`src/rtl/video_ddr_pkg.sv`:
```
// Shared definitions for the video-to-DDR write path.
// Holds the default pixel/slot/word geometry and the burst-count width.
// The ppw() helper gives the number of pixel slots per output word.
package video_ddr_pkg;

  localparam int AXI_W_DEF       = 128;
  localparam int PIX_W_DEF       = 24;
  localparam int SLOT_W_DEF      = 32;
  localparam int BURST_WORDS_DEF = 16;
  localparam int LINE_CNT_W_DEF  = 12;
  localparam int BURST_CNT_W     = 8;

  typedef logic [BURST_CNT_W-1:0] burst_cnt_t;

  function automatic int ppw(input int axi_w, input int slot_w);
    return axi_w / slot_w;
  endfunction

endpackage

```
`src/rtl/video_burst_packer_if.sv`:
```
// Write-side bus of the burst packer: packed-word FIFO write port plus the
// burst request handshake towards the AXI write master.
//   master : packer side (drives fifo_data_out/fifo_enable/burst_valid/burst_words)
//   slave  : FIFO / AXI master side (drives fifo_full/burst_ready)
interface video_burst_packer_if
  import video_ddr_pkg::*;
#(
  parameter int AXI4_DATA_WIDTH = AXI_W_DEF
);

  logic [AXI4_DATA_WIDTH-1:0] fifo_data_out;
  logic                       fifo_enable;
  logic                       fifo_full;
  logic                       burst_valid;
  logic                       burst_ready;
  burst_cnt_t                 burst_words;

  modport master (
    output fifo_data_out, fifo_enable, burst_valid, burst_words,
    input  fifo_full, burst_ready
  );

  modport slave (
    input  fifo_data_out, fifo_enable, burst_valid, burst_words,
    output fifo_full, burst_ready
  );

endinterface

```
`src/rtl/video_burst_req_gen.sv`:
```
// Burst request generator.
// Tracks words written since the last accepted request and raises a request
// either when BURST_WORDS are waiting or, after a line end, for the remainder.
// Ports:
//   clk, rst_n     clock, async active-low reset
//   wr_en          one word written to the FIFO this cycle
//   line_end       line finished (sets the line-end pending flag)
//   frame_restart  frame start: drops a pending line-end flush
//   burst_ready    request accepted when burst_valid & burst_ready
//   burst_valid    request outstanding
//   burst_words    words in the outstanding request (frozen while valid)
module video_burst_req_gen
  import video_ddr_pkg::*;
#(
  parameter int BURST_WORDS = BURST_WORDS_DEF
) (
  input  logic       clk,
  input  logic       rst_n,
  input  logic       wr_en,
  input  logic       line_end,
  input  logic       frame_restart,
  input  logic       burst_ready,
  output logic       burst_valid,
  output burst_cnt_t burst_words
);

  localparam burst_cnt_t BW = BURST_CNT_W'(BURST_WORDS);

  burst_cnt_t pending_q, pending_d;
  burst_cnt_t words_q, words_d;
  logic       valid_q, valid_d;
  logic       lep_q, lep_d;
  logic       accept;

  always_comb begin
    valid_d   = valid_q;
    words_d   = words_q;
    lep_d     = lep_q;
    accept    = valid_q & burst_ready;
    // Write and accept in the same cycle net out.
    pending_d = pending_q + burst_cnt_t'(wr_en) - (accept ? words_q : '0);
    if (accept) valid_d = 1'b0;
    if (!valid_q) begin
      if (pending_q >= BW) begin
        // Threshold wins; a pending line-end flush waits for the next idle cycle.
        valid_d = 1'b1;
        words_d = BW;
      end else if (lep_q) begin
        if (pending_q != '0) begin
          valid_d = 1'b1;
          words_d = pending_q;
        end
        lep_d = 1'b0;
      end
    end
    if (line_end) lep_d = 1'b1;
    if (frame_restart) lep_d = 1'b0;
  end

  always_ff @(posedge clk or negedge rst_n) begin
    if (!rst_n) begin
      pending_q <= '0;
      words_q   <= '0;
      valid_q   <= 1'b0;
      lep_q     <= 1'b0;
    end else begin
      pending_q <= pending_d;
      words_q   <= words_d;
      valid_q   <= valid_d;
      lep_q     <= lep_d;
    end
  end

  assign burst_valid = valid_q;
  assign burst_words = words_q;

endmodule

```
`src/rtl/video_burst_packer.sv`:
```
// Video burst packer: packs {fill, pixel} slots into AXI4_DATA_WIDTH words for
// the write FIFO (first pixel in the MSBs) and requests bursts from the AXI
// write master every BURST_WORDS words or at line end.
// Ports:
//   video_clk, video_rst_n   clock, async active-low reset
//   video_vs, video_de       vsync (rising edge starts a frame), pixel valid
//   video_data, fill_byte    pixel and fill bits placed above it in each slot
//   bus (master)             FIFO write port + burst request handshake
//   frame_start              1-cycle pulse after a vsync rising edge
//   line_cnt                 lines completed in the current frame (saturating)
//   err_overflow, err_clr    sticky dropped-word flag and its clear
// Build option: VIDEO_PACK_PARTIAL_FLUSH_EN writes a left-aligned, zero-padded
// partial word at line end; without it pixels pack continuously across lines.
module video_burst_packer
  import video_ddr_pkg::*;
#(
  parameter int AXI4_DATA_WIDTH = AXI_W_DEF,
  parameter int PIX_W           = PIX_W_DEF,
  parameter int SLOT_W          = SLOT_W_DEF,
  parameter int BURST_WORDS     = BURST_WORDS_DEF,
  parameter int LINE_CNT_W      = LINE_CNT_W_DEF
) (
  input  logic                  video_clk,
  input  logic                  video_rst_n,
  input  logic                  video_vs,
  input  logic                  video_de,
  input  logic [PIX_W-1:0]      video_data,
  input  logic [7:0]            fill_byte,
  video_burst_packer_if.master  bus,
  output logic                  frame_start,
  output logic [LINE_CNT_W-1:0] line_cnt,
  output logic                  err_overflow,
  input  logic                  err_clr
);

  localparam int PPW    = ppw(AXI4_DATA_WIDTH, SLOT_W);
  localparam int CNT_W  = $clog2(PPW + 1);
  localparam int FILL_W = SLOT_W - PIX_W;

  function automatic logic [LINE_CNT_W-1:0] sat_inc(input logic [LINE_CNT_W-1:0] v);
    return (&v) ? v : v + 1'b1;
  endfunction

  logic                       de_d1_q, vs_d1_q;
  logic [CNT_W-1:0]           pix_cnt_q, pix_cnt_d, cnt_eff;
  logic [AXI4_DATA_WIDTH-1:0] word_q, word_d, data_q, data_d;
  logic                       wr_en_q, wr_en_d;
  logic                       err_q, err_d;
  logic                       frame_start_q;
  logic [LINE_CNT_W-1:0]      line_cnt_q, line_cnt_d;
  logic [SLOT_W-1:0]          slot;
  logic                       vs_rise, line_end, word_done, req_line_end;
  logic                       req_valid;
  burst_cnt_t                 req_words;

  assign slot     = {fill_byte[FILL_W-1:0], video_data};
  assign vs_rise  = video_vs & ~vs_d1_q;
  assign line_end = de_d1_q & ~video_de;

  always_comb begin
    // A vsync edge restarts packing; a pixel in that same cycle is slot 0.
    cnt_eff    = vs_rise ? '0 : pix_cnt_q;
    pix_cnt_d  = cnt_eff;
    word_d     = word_q;
    data_d     = data_q;
    wr_en_d    = 1'b0;
    word_done  = 1'b0;
    err_d      = err_clr ? 1'b0 : err_q;
    line_cnt_d = vs_rise ? '0 : (line_end ? sat_inc(line_cnt_q) : line_cnt_q);
    if (video_de) begin
      word_d = (word_q << SLOT_W) | AXI4_DATA_WIDTH'(slot);
      if (cnt_eff == CNT_W'(PPW - 1)) begin
        word_done = 1'b1;
        pix_cnt_d = '0;
      end else begin
        pix_cnt_d = cnt_eff + 1'b1;
      end
    end
`ifdef VIDEO_PACK_PARTIAL_FLUSH_EN
    else if (line_end && cnt_eff != '0) begin
      // Older slots sit above the cnt_eff newest ones; shifting them out leaves
      // the partial line left-aligned with zeroed LSB slots.
      word_d    = word_q << ((PPW - int'(cnt_eff)) * SLOT_W);
      word_done = 1'b1;
      pix_cnt_d = '0;
    end
`endif
    // A full FIFO on the completing cycle drops the word; overflow beats err_clr.
    if (word_done) begin
      if (bus.fifo_full) begin
        err_d = 1'b1;
      end else begin
        wr_en_d = 1'b1;
        data_d  = word_d;
      end
    end
  end

`ifdef VIDEO_PACK_PARTIAL_FLUSH_EN
  // Line-end request is delayed one cycle so it counts the flushed word.
  logic line_end_dly_q;
  always_ff @(posedge video_clk or negedge video_rst_n) begin
    if (!video_rst_n) line_end_dly_q <= 1'b0;
    else              line_end_dly_q <= line_end & ~vs_rise;
  end
  assign req_line_end = line_end_dly_q;
`else
  assign req_line_end = line_end;
`endif

  always_ff @(posedge video_clk or negedge video_rst_n) begin
    if (!video_rst_n) begin
      de_d1_q       <= 1'b0;
      vs_d1_q       <= 1'b0;
      pix_cnt_q     <= '0;
      word_q        <= '0;
      data_q        <= '0;
      wr_en_q       <= 1'b0;
      err_q         <= 1'b0;
      frame_start_q <= 1'b0;
      line_cnt_q    <= '0;
    end else begin
      de_d1_q       <= video_de;
      vs_d1_q       <= video_vs;
      pix_cnt_q     <= pix_cnt_d;
      word_q        <= word_d;
      data_q        <= data_d;
      wr_en_q       <= wr_en_d;
      err_q         <= err_d;
      frame_start_q <= vs_rise;
      line_cnt_q    <= line_cnt_d;
    end
  end

  video_burst_req_gen #(
    .BURST_WORDS (BURST_WORDS)
  ) u_req_gen (
    .clk           (video_clk),
    .rst_n         (video_rst_n),
    .wr_en         (wr_en_q),
    .line_end      (req_line_end),
    .frame_restart (vs_rise),
    .burst_ready   (bus.burst_ready),
    .burst_valid   (req_valid),
    .burst_words   (req_words)
  );

  assign bus.fifo_data_out = data_q;
  assign bus.fifo_enable   = wr_en_q;
  assign bus.burst_valid   = req_valid;
  assign bus.burst_words   = req_words;
  assign frame_start       = frame_start_q;
  assign line_cnt          = line_cnt_q;
  assign err_overflow      = err_q;

endmodule
```
`src/flat_wrapper.sv`:
```
// flat-port wrapper written by rule: the top's interface ports become plain ports
module video_burst_packer_flat import video_ddr_pkg::*;
#(
  parameter int AXI4_DATA_WIDTH = AXI_W_DEF,
  parameter int PIX_W           = PIX_W_DEF,
  parameter int SLOT_W          = SLOT_W_DEF,
  parameter int BURST_WORDS     = BURST_WORDS_DEF,
  parameter int LINE_CNT_W      = LINE_CNT_W_DEF
)
  (video_clk, video_rst_n, video_vs, video_de, video_data, fill_byte, frame_start, line_cnt, err_overflow, err_clr, bus_fifo_data_out, bus_fifo_enable, bus_burst_valid, bus_burst_words, bus_fifo_full, bus_burst_ready);
  video_burst_packer_if #(.AXI4_DATA_WIDTH(AXI4_DATA_WIDTH)) bus_i ();
  input  logic video_clk;
  input  logic video_rst_n;
  input  logic video_vs;
  input  logic video_de;
  input  logic [PIX_W-1:0] video_data;
  input  logic [7:0] fill_byte;
  output logic frame_start;
  output logic [LINE_CNT_W-1:0] line_cnt;
  output logic err_overflow;
  input  logic err_clr;
  output wire logic [$bits(bus_i.fifo_data_out)-1:0] bus_fifo_data_out;
  output wire logic [$bits(bus_i.fifo_enable)-1:0] bus_fifo_enable;
  output wire logic [$bits(bus_i.burst_valid)-1:0] bus_burst_valid;
  output wire logic [$bits(bus_i.burst_words)-1:0] bus_burst_words;
  input wire logic [$bits(bus_i.fifo_full)-1:0] bus_fifo_full;
  input wire logic [$bits(bus_i.burst_ready)-1:0] bus_burst_ready;
  assign bus_fifo_data_out = bus_i.fifo_data_out;
  assign bus_fifo_enable = bus_i.fifo_enable;
  assign bus_burst_valid = bus_i.burst_valid;
  assign bus_burst_words = bus_i.burst_words;
  assign bus_i.fifo_full = bus_fifo_full;
  assign bus_i.burst_ready = bus_burst_ready;
  video_burst_packer #(.AXI4_DATA_WIDTH(AXI4_DATA_WIDTH), .PIX_W(PIX_W), .SLOT_W(SLOT_W), .BURST_WORDS(BURST_WORDS), .LINE_CNT_W(LINE_CNT_W)) u_core (.video_clk(video_clk), .video_rst_n(video_rst_n), .video_vs(video_vs), .video_de(video_de), .video_data(video_data), .fill_byte(fill_byte), .bus(bus_i), .frame_start(frame_start), .line_cnt(line_cnt), .err_overflow(err_overflow), .err_clr(err_clr));
endmodule
```
`config.mk`:
```
export PLATFORM = sky130hd
export DESIGN_NAME = video_burst_packer_flat
export DESIGN_NICKNAME = d
export VERILOG_FILES = /design/src/rtl/video_ddr_pkg.sv /design/src/rtl/video_burst_packer_if.sv /design/src/rtl/video_burst_req_gen.sv /design/src/rtl/video_burst_packer.sv /design/src/flat_wrapper.sv
export SDC_FILE = /design/constraint.sdc
export NUM_CORES = 1
export LEC_CHECK = 0
export ABC_AREA = 1
export BUFFER_PORTS_ARGS = -buffer_cell sky130_fd_sc_hd__buf_4
export CORE_MARGIN = 2
export CORE_UTILIZATION = 43
export DETAILED_ROUTE_END_ITERATION = 7
export PLACE_DENSITY = 0.69
export SKIP_LAST_GASP = 1
export SYNTH_ARGS = -nofsm -noshare
export SYNTH_HDL_FRONTEND = slang
export SYNTH_SLANG_ARGS = --single-unit
```
`constraint.sdc`:
```
create_clock -name video_clk -period 2.05 [get_ports video_clk]
set_input_delay 0.1025 -clock video_clk [delete_from_list [all_inputs] [get_ports video_clk]]
set_output_delay 0.1025 -clock video_clk [all_outputs]
set_load 0.02 [all_outputs]
```
==> impl_metrics.ini, run 1 <==
[timing]
post-route-min-period_ps = 1955
setup_viol = 0
fin_ws_ps = 94.78
maxSlewViolCount = 0
fin_crit_sh_pct = 95.38
hold_violations = 0
fmax_ghz = 0.5115
tightest_slew_ps = 559.1
relSlewSlack_pct = 62.72
rsz0062_at_grt = true
clock_skew_ps = 8.839
setup_tns_ps = 0

[floorplan]
dieArea_um2 = 28880
start_util_pct = 43.81
boundaryPins = 191
die_w_um = 169.9
core_um2 = 27030
num_rows = 60
die_h_um = 169.9

[cts]
cts_tree = built
cts-buffers-inserted = 30
htree_levels = 1
clock_sinks = 294
clock_latency_ps = 540
clk_pin_slew_ps = 60
cts_root_buf = clkbuf_16
clock_path_buffers = 3

[global_routing]
first_global_vias = 9049
antenna_found_initial = 0
use_met3_pct = 4.209
overflow = 0
grtUsageTotal_pct = 20.33
use_met1_pct = 29.96
grt_util_met2_pct = 31.06
grt.busiest_layer = met2
grt_pass1_wl_um = 47530
grt_max_degree = 124

[detailed_routing]
wl_um = 30330
drc = 0
vias = 9353
vias_per_cell = 5.010
firstDrtPassIters = 5
wire_per_inst_um = 16.25
drt_iter0_drc = 756
antenna_left = 0

[place]
place.detailed.hpwl_um = 18650
routabilityCongestion = 0.8553
post-place-cells = 1766
pre_cts_slack_ps = 15.67
portBuffers = 190

[worst_setup_path]
start_kind = flip-flop
crit_fanout = 6
path_class = flip-flop to flip-flop
cp-end-kind = flip-flop
worst-endpoint-required_ps = 2520
r2r_cells = 9
critPathArrivalTime_ps = 2420

[synthesis]
synthMuxAreaShare_pct = 0
ys_ff_latch = 294
synth_warnings = 0
synthAdderAreaFrac_pct = 1.860
synth_area_um2 = 11840
syn_inst = 1287
yosysUniqueCellTypes = 26
yosys.area_share.simple_pct = 17.18
synth_compound_area_share_pct = 11.66
ys_seq_area_share_pct = 62.14
postSynthAreaPerCell_um2 = 9.200
synth_top_family_by_area = simple AND/OR/NAND/NOR gates
synth_xor_xnor_area_share_pct = 0.8137
syn_nets = 1343

[power_and_ir_drop]
p_leak_nw = 7.781
power.total_mw = 19.68
ir_drop_v = 0.0007279
cellPowerDensity_nw_per_um2 = 1302

[layout]
drive_gt1_share_pct = 18.28
final_cell_mix = 464 x nand2_1, 294 x dfrtp_1, 256 x o21ai_0
final_common_cell = nand2_1
fillers = 2387
fin_nets = 1558
num_antenna_cells = 0
stdcell_count = 1867
area_growth_syn_to_layout_pct = 27.63

[run]
drv_cap = 0

[outcome]
status = finished, final reports clean

[worst_hold_path]
hold_path_class = input pin to async pin
-- worst max-delay path, stage by stage (launching register included) --
cell	delay, ps
dfrtp_1	390
nand2_1	110
inv_2	110
nand2_1	60
ha_1	270
ha_1	380
nand2_1	90
nand2_1	70
a31oi_1	240
xnor2_1	150
-- layout make-up --
cell class | instances | area, µm² | share of cell area, %
clock inverter | 8 | 92.59 | 0.6127
multi-input combinational | 826 | 3752 | 24.83
sequential | 294 | 7357 | 48.68
inverter | 94 | 355.3 | 2.351
timing repair buffer | 256 | 2168 | 14.35
clock buffer | 48 | 959.7 | 6.350
tap | 341 | 426.7 | 2.823
-- power breakdown --
part | switching, mW | internal (mW) | leakage (nW)
registers | 0.785 | 7.22 | 3.77
logic | 3.63 | 2.38 | 3.48
clock network | 2.23 | 3.44 | 0.522
-- path summary, 6_finish.rpt --
| kind | slack [ps] | to | start |
|---|---|---|---|
| max | 90 | u_core.u_req_gen.pending_q[4]$_DFF_PN0_ | u_core.u_req_gen.burst_valid$_DFF_PN0_ |
| min | 90 | u_core.u_req_gen.burst_words[3]$_DFFE_PN0P_ | video_rst_n |
| max reg2reg | 90 | u_core.u_req_gen.pending_q[4]$_DFF_PN0_ | u_core.u_req_gen.burst_valid$_DFF_PN0_ |
| min reg2reg | 480 | u_core.bus.fifo_data_out[112]$_DFFE_PN0P_ | u_core.bus.fifo_data_out[112]$_DFFE_PN0P_ |
| max in group asynchronous | 1190 | u_core.bus.fifo_data_out[42]$_DFFE_PN0P_ | video_rst_n |
| min in group video_clk | 120 | u_core.bus.fifo_data_out[24]$_DFFE_PN0P_ | bus_fifo_full |
-- metal layers --
layer / vias up / wire (µm) / part of all wire, %
met5: - / 0 / 0
met4: 0 / 632 / 2.1
met3: 49 / 1900 / 6.3
met2: 272 / 13490 / 44
met1: 4508 / 14310 / 47
li1: 4524 / - / -
-- sequential cells by signal, indices dropped and copies added, names as in the netlist --
signal and flops:
u_core.u_req_gen.pending_q 8, u_core.de_d1_q 1, u_core.u_req_gen.burst_valid 1, u_core.vs_d1_q 1, u_core.err_overflow 1, u_core.word_q 128
u_core.bus.fifo_enable 1, u_core.line_cnt 12, u_core.bus.fifo_data_out 128, u_core.u_req_gen.lep_q 1, u_core.u_req_gen.burst_words 8, u_core.frame_start 1
u_core.pix_cnt_q 3
-- cells in the mapped netlist (all sizes together) --
cell,n,area [µm²]
xor2,9,78.83
dfrtp,294,7357
nand4,6,37.54
nor2,27,108.9
clkbuf,44,165.2
o21ai,266,1331
xnor2,2,17.52
ha,16,200.2
nor3b,1,7.510
a21oi,7,35.03
a31oi,1,6.260
or2,1,6.260
nand2,466,1764
o21a,1,7.510
inv,94,352.8
fa,1,20.02
nor3,1,5.000
nand3,21,105.1
buf,29,234.0
-- cell families after synthesis --
kind of cell | Yosys count
compound gates | 275
xor+xnor | 11
fa+ha+maj | 17
buf+inv | 167
simple gates | 523
flops | 294
-- stage by stage --
stage                     util, %  hold WS, ps  cell area, µm²
after detailed placement    50.13        85.84           13550
final                       55.92        86.05           15110
after global placement      50.13        85.50           13550
after global routing        55.92        128.8           15110
after CTS                   55.40        86.01           14970
after floorplan                 -       -193.1           11840
-- timing repair --
item / CTS / global route
hold endpoints to repair: 195 / 0
endpoints found under the setup margin: 0 / 134
setup buffers: 0 / 5
hold buffers: 37 / 0
gates resized for setup: 0 / 16
Power figures use the tool's default switching activity.
==> run 2, diff against run 1 <==
RECOVER_POWER = 50   (was unset)
==> impl_metrics.ini, run 2 (synthesis gave the netlist of run 1 again) <==
[outcome]
status = finished, violations left
violations = capacitance limit, slew limit

[cts]
clock_sinks = 294
cts_root_buf = clkbuf_16
htree_levels = 1
clock_path_buffers = 3
clock_latency_ps = 540
cts-buffers-inserted = 30
clk_pin_slew_ps = 60
cts_tree = built

[power_and_ir_drop]
ir_drop_v = 0.0007054
cellPowerDensity_nw_per_um2 = 1301
p_leak_nw = 7.610

[worst_setup_path]
cp-end-kind = flip-flop
start_kind = flip-flop
r2r_cells = 9
crit_fanout = 6
worst-endpoint-required_ps = 2520
critPathArrivalTime_ps = 2420
path_class = flip-flop to flip-flop

[timing]
fmax_ghz = 0.5116
fin_crit_sh_pct = 95.35
clock_skew_ps = 9.372
post-route-min-period_ps = 1955
setup_viol = 0
rsz0062_at_grt = true
tightest_slew_ps = 1599
hold_violations = 0
relSlewSlack_pct = -6.587
hold_ws_ps = 117.7
maxSlewViolCount = 64

[floorplan]
die_w_um = 169.9
dieArea_um2 = 28880
boundaryPins = 191
start_util_pct = 43.81
die_h_um = 169.9
core_um2 = 27030
num_rows = 60

[run]
drv_cap = 1

[detailed_routing]
vias = 9326
drc = 0
antenna_left = 0
firstDrtPassIters = 5
wl_um = 30350
vias_per_cell = 4.995
wire_per_inst_um = 16.26
drt_iter0_drc = 751

[global_routing]
grt_max_degree = 124
antenna_found_initial = 0
first_global_vias = 9049
grtUsageTotal_pct = 20.33
overflow = 0
grt_pass1_wl_um = 47530

[layout]
final_common_cell = nand2_1
num_antenna_cells = 0
stdcell_count = 1867
fin_nets = 1558
area_growth_syn_to_layout_pct = 26.12
drive_gt1_share_pct = 15.66
final_cell_mix = 464 x nand2_1, 294 x dfrtp_1, 256 x o21ai_0

[worst_hold_path]
whs_path_depth = 3
hold_path_class = input pin to flip-flop

[place]
post-place-cells = 1766
portBuffers = 190
routabilityCongestion = 0.8553
place.detailed.hpwl_um = 18650
run 2: changes by cell type in the layout (fill, tap and decap cells not counted), sizes merged:
cell / delta
buf: -42
clkbuf: +42
run 2: report_power, final:
part | total [mW] | internal [mW] | switching (mW)
Combinational | 5.77 | 2.15 | 3.63
Clock | 5.65 | 3.44 | 2.22
Sequential | 8.00 | 7.22 | 0.780
Total | 19.4 | 12.8 | 6.62
run 2: stage by stage:
| step | power (mW) | area [µm²] | TNS [ps] | setup slack, ps | util, % |
|---|---|---|---|---|---|
| floorplan | 11.24 | 11840 | 0 | 48.36 | - |
| global placement | 13.77 | 13550 | 0 | 114.6 | 50.13 |
| detailed placement | 13.96 | 13550 | 0 | 15.67 | 50.13 |
| CTS | 19.72 | 14970 | 0 | 13.74 | 55.40 |
| global route | 20.57 | 14930 | -19.21 | -10.76 | 55.25 |
| finish | 19.43 | 14930 | 0 | 95.43 | 55.25 |
run 2: path summary, 6_finish.rpt:
path,slack [ps],to,from
setup / recovery,100,u_core.u_req_gen.pending_q[4]$_DFF_PN0_,u_core.u_req_gen.burst_valid$_DFF_PN0_
hold / removal,120,u_core.bus.fifo_data_out[112]$_DFFE_PN0P_,bus_fifo_full
setup reg to reg,100,u_core.u_req_gen.pending_q[4]$_DFF_PN0_,u_core.u_req_gen.burst_valid$_DFF_PN0_
hold reg to reg,480,u_core.bus.fifo_data_out[112]$_DFFE_PN0P_,u_core.bus.fifo_data_out[112]$_DFFE_PN0P_
max in group asynchronous,360,u_core.bus.fifo_data_out[42]$_DFFE_PN0P_,video_rst_n
min in group asynchronous,490,u_core.u_req_gen.burst_words[3]$_DFFE_PN0P_,video_rst_n
run 2: repair_timing:
action,in CTS,in global routing
endpoints found under the hold margin,195,0
hold buffers,37,0
endpoints found under the setup margin,0,134
buffers inserted,0,5
resized for setup,0,16
run 2: final cells by class:
| type | instances | area, µm² |
|---|---|---|
| clock buffers | 48 | 959.7 |
| clock inverters | 8 | 92.59 |
| fillers | 2431 | 12090 |
| inverters | 94 | 355.3 |
| multi-input cells | 826 | 3752 |
| flip-flops and latches | 294 | 7357 |
| well taps | 341 | 426.7 |
| repair buffers | 256 | 1989 |
run 2: critical path, cell delays in order (launching register included):
cell	delay, ps
dfrtp_1	390
nand2_1	110
inv_2	110
nand2_1	60
ha_1	270
ha_1	380
nand2_1	90
nand2_1	70
a31oi_1	240
xnor2_1	150
run 2: routing by layer:
metal	global-route usage [%]	routed length (µm)	up-vias	part of all wire (%)
met4	4.719	586	0	1.9
met1	29.96	14250	4485	47
met3	4.209	2004	43	6.6
met5	0	0	-	0
li1	-	-	4523	-
met2	31.06	13500	275	44
==> run 3, diff against run 2 <==
CORE_UTILIZATION = 51   (was 43)
PLACE_DENSITY = 0.79   (was 0.69)
RECOVER_POWER = 25   (was 50)
clock period = 1.6 ns   (was 2.05 ns; I/O delays follow)
==> impl_metrics.ini, run 3 (synthesis gave the netlist of run 1 again) <==
[detailed_routing]
wire_per_inst_um = 18.42
drc = 0
vias = 10210
vias_per_cell = 5.491
drt_iter0_drc = 1038
firstDrtPassIters = 5
antenna_left = 0
wl_um = 34240

[timing]
tightest_slew_ps = 1024
fin_crit_sh_pct = 116.6
maxSlewViolCount = 0
fin_ws_ps = -265.9
post-route-min-period_ps = 1866
rsz0062_at_grt = true
hold_ws_ps = 52.67
setup_tns_ps = -28260
relSlewSlack_pct = 31.73
fmax_ghz = 0.5359
hold_violations = 0
setup_viol = 135
clock_skew_ps = 25.86

[worst_setup_path]
worst-endpoint-required_ps = 2070
slowest_stage = dfrtp_1
worstPathCellList = or2_4, buf_6, nand2_4, inv_4, ha_4, nand2_4, inv_4, nand2_8, buf_12, clkbuf_16, clkbuf_16, o21ai_0, nand2_1
r2r_start = u_core.vs_d1_q$_DFF_PN0_
crit_fanout = 8
ff2ff_setup_slack_ps = -270
cp_num_buf_inv = 6
critical_path.max_stage_delay_ps = 360
crit_start = u_core.vs_d1_q$_DFF_PN0_
cp-end-kind = flip-flop
path_class = flip-flop to flip-flop
start_kind = flip-flop
path_delay_family = buffers and inverters
critPathArrivalTime_ps = 2340

[global_routing]
first_global_vias = 9761
antenna_found_initial = 1
grt_max_degree = 129
grtUsageTotal_pct = 25.53
overflow = 0
grt_pass1_wl_um = 50070

[place]
place.detailed.hpwl_um = 18620
dpl_cell_area_um2 = 13850
portBuffers = 190
post-place-cells = 1734
pre_cts_slack_ps = -362.4
routabilityCongestion = 0.8328

[layout]
seqCellArea_um2 = 7358
drive_gt1_share_pct = 28.65
postLayoutCellArea_um2 = 16460
multiInputGateArea_um2 = 4364
fin_nets = 1609
stdcell_count = 1859
final_util_pct = 72.46
final_common_cell = nand2_1
num_antenna_cells = 0
area_growth_syn_to_layout_pct = 38.98
final_cell_mix = 368 x nand2_1, 293 x dfrtp_1, 232 x o21ai_0
fillers = 1512

[power_and_ir_drop]
p_sw_mw = 9.375
p_leak_nw = 8.564
pwr-share-seq_pct = 38.5
cellPowerDensity_nw_per_um2 = 1640
combPwrFrac_pct = 34.5
clkPwrFrac_pct = 27.0
swShare_pct = 34.74
intPower_mw = 17.61
power.total_mw = 26.98
ir_drop_v = 0.001045

[cts]
clock_path_buffers = 3
clock_latency_ps = 550
clk_pin_slew_ps = 60
cts_tree = built
htree_levels = 1
cts_root_buf = clkbuf_16
clock_sinks = 294
cts-buffers-inserted = 30

[floorplan]
die_h_um = 156.4
core_um2 = 22710
boundaryPins = 191
num_rows = 55
dieArea_um2 = 24450
die_w_um = 156.4
start_util_pct = 52.14

[outcome]
status = finished, violations left
violations = setup timing

[worst_hold_path]
hold_path_class = input pin to flip-flop
worstHoldStart = bus_fifo_full

[run]
drv_cap = 0
run 3: power by group through the flow:
| stage | clock [mW] | combinational, mW | sequential (mW) |
|---|---|---|---|
| 2_1_floorplan | 0 | 2.97 | 11.7 |
| 3_3_place_gp | 0 | 7.84 | 10.3 |
| 3_5_place_dp | 0 | 8.10 | 10.4 |
| 4_1_cts | 7.32 | 8.53 | 10.3 |
| 5_1_grt | 7.64 | 10.0 | 10.6 |
| 6_report | 7.29 | 9.30 | 10.4 |
run 3: layout make-up:
cell class / count / area share (%)
clock buffers: 43 / 5.292
flip-flops and latches: 294 / 44.72
multi-input cells: 826 / 26.52
repair buffers: 307 / 18.16
inverters: 94 / 2.190
clock inverters: 10 / 0.9580
well taps: 285 / 2.167
run 3: worst paths after layout:
check | endpoint | depth (start not counted)
max | u_core.bus.fifo_data_out[57]$_DFFE_PN0P_ | 13
min | u_core.bus.fifo_enable$_DFF_PN0_ | 4
max reg2reg | u_core.bus.fifo_data_out[57]$_DFFE_PN0P_ | 13
min reg2reg | u_core.bus.fifo_data_out[122]$_DFFE_PN0P_ | 2
max in group asynchronous | u_core.bus.fifo_data_out[26]$_DFFE_PN0P_ | 3
min in group asynchronous | u_core.word_q[115]$_DFF_PN0_ | 3
run 3: worst reg2reg max path, cell delays in order (launching register included):
cell and delay, ps:
dfrtp_1 360, or2_4 250, buf_6 130, nand2_4 60
inv_4 40, ha_4 160, nand2_4 70, inv_4 50
nand2_8 90, buf_12 110, clkbuf_16 160, clkbuf_16 150
o21ai_0 80, nand2_1 100
run 3: repair_timing:
action | in CTS | in global routing
setup buffers | 10 | 6
gates resized for setup | 36 | 158
endpoints found under the hold margin | 363 | 0
setup endpoints to repair | 134 | 149
pin swaps | 5 | 34
gates cloned | 8 | 12
hold buffers | 38 | 0
run 3: metal layers:
layer | wire length [µm] | up-vias | GRT usage (%)
met4 | 1034 | 2 | 6.247
met2 | 16250 | 474 | 39.96
met3 | 2920 | 77 | 5.040
met1 | 14010 | 5012 | 37.10
met5 | 13 | - | 0
li1 | - | 4643 | -
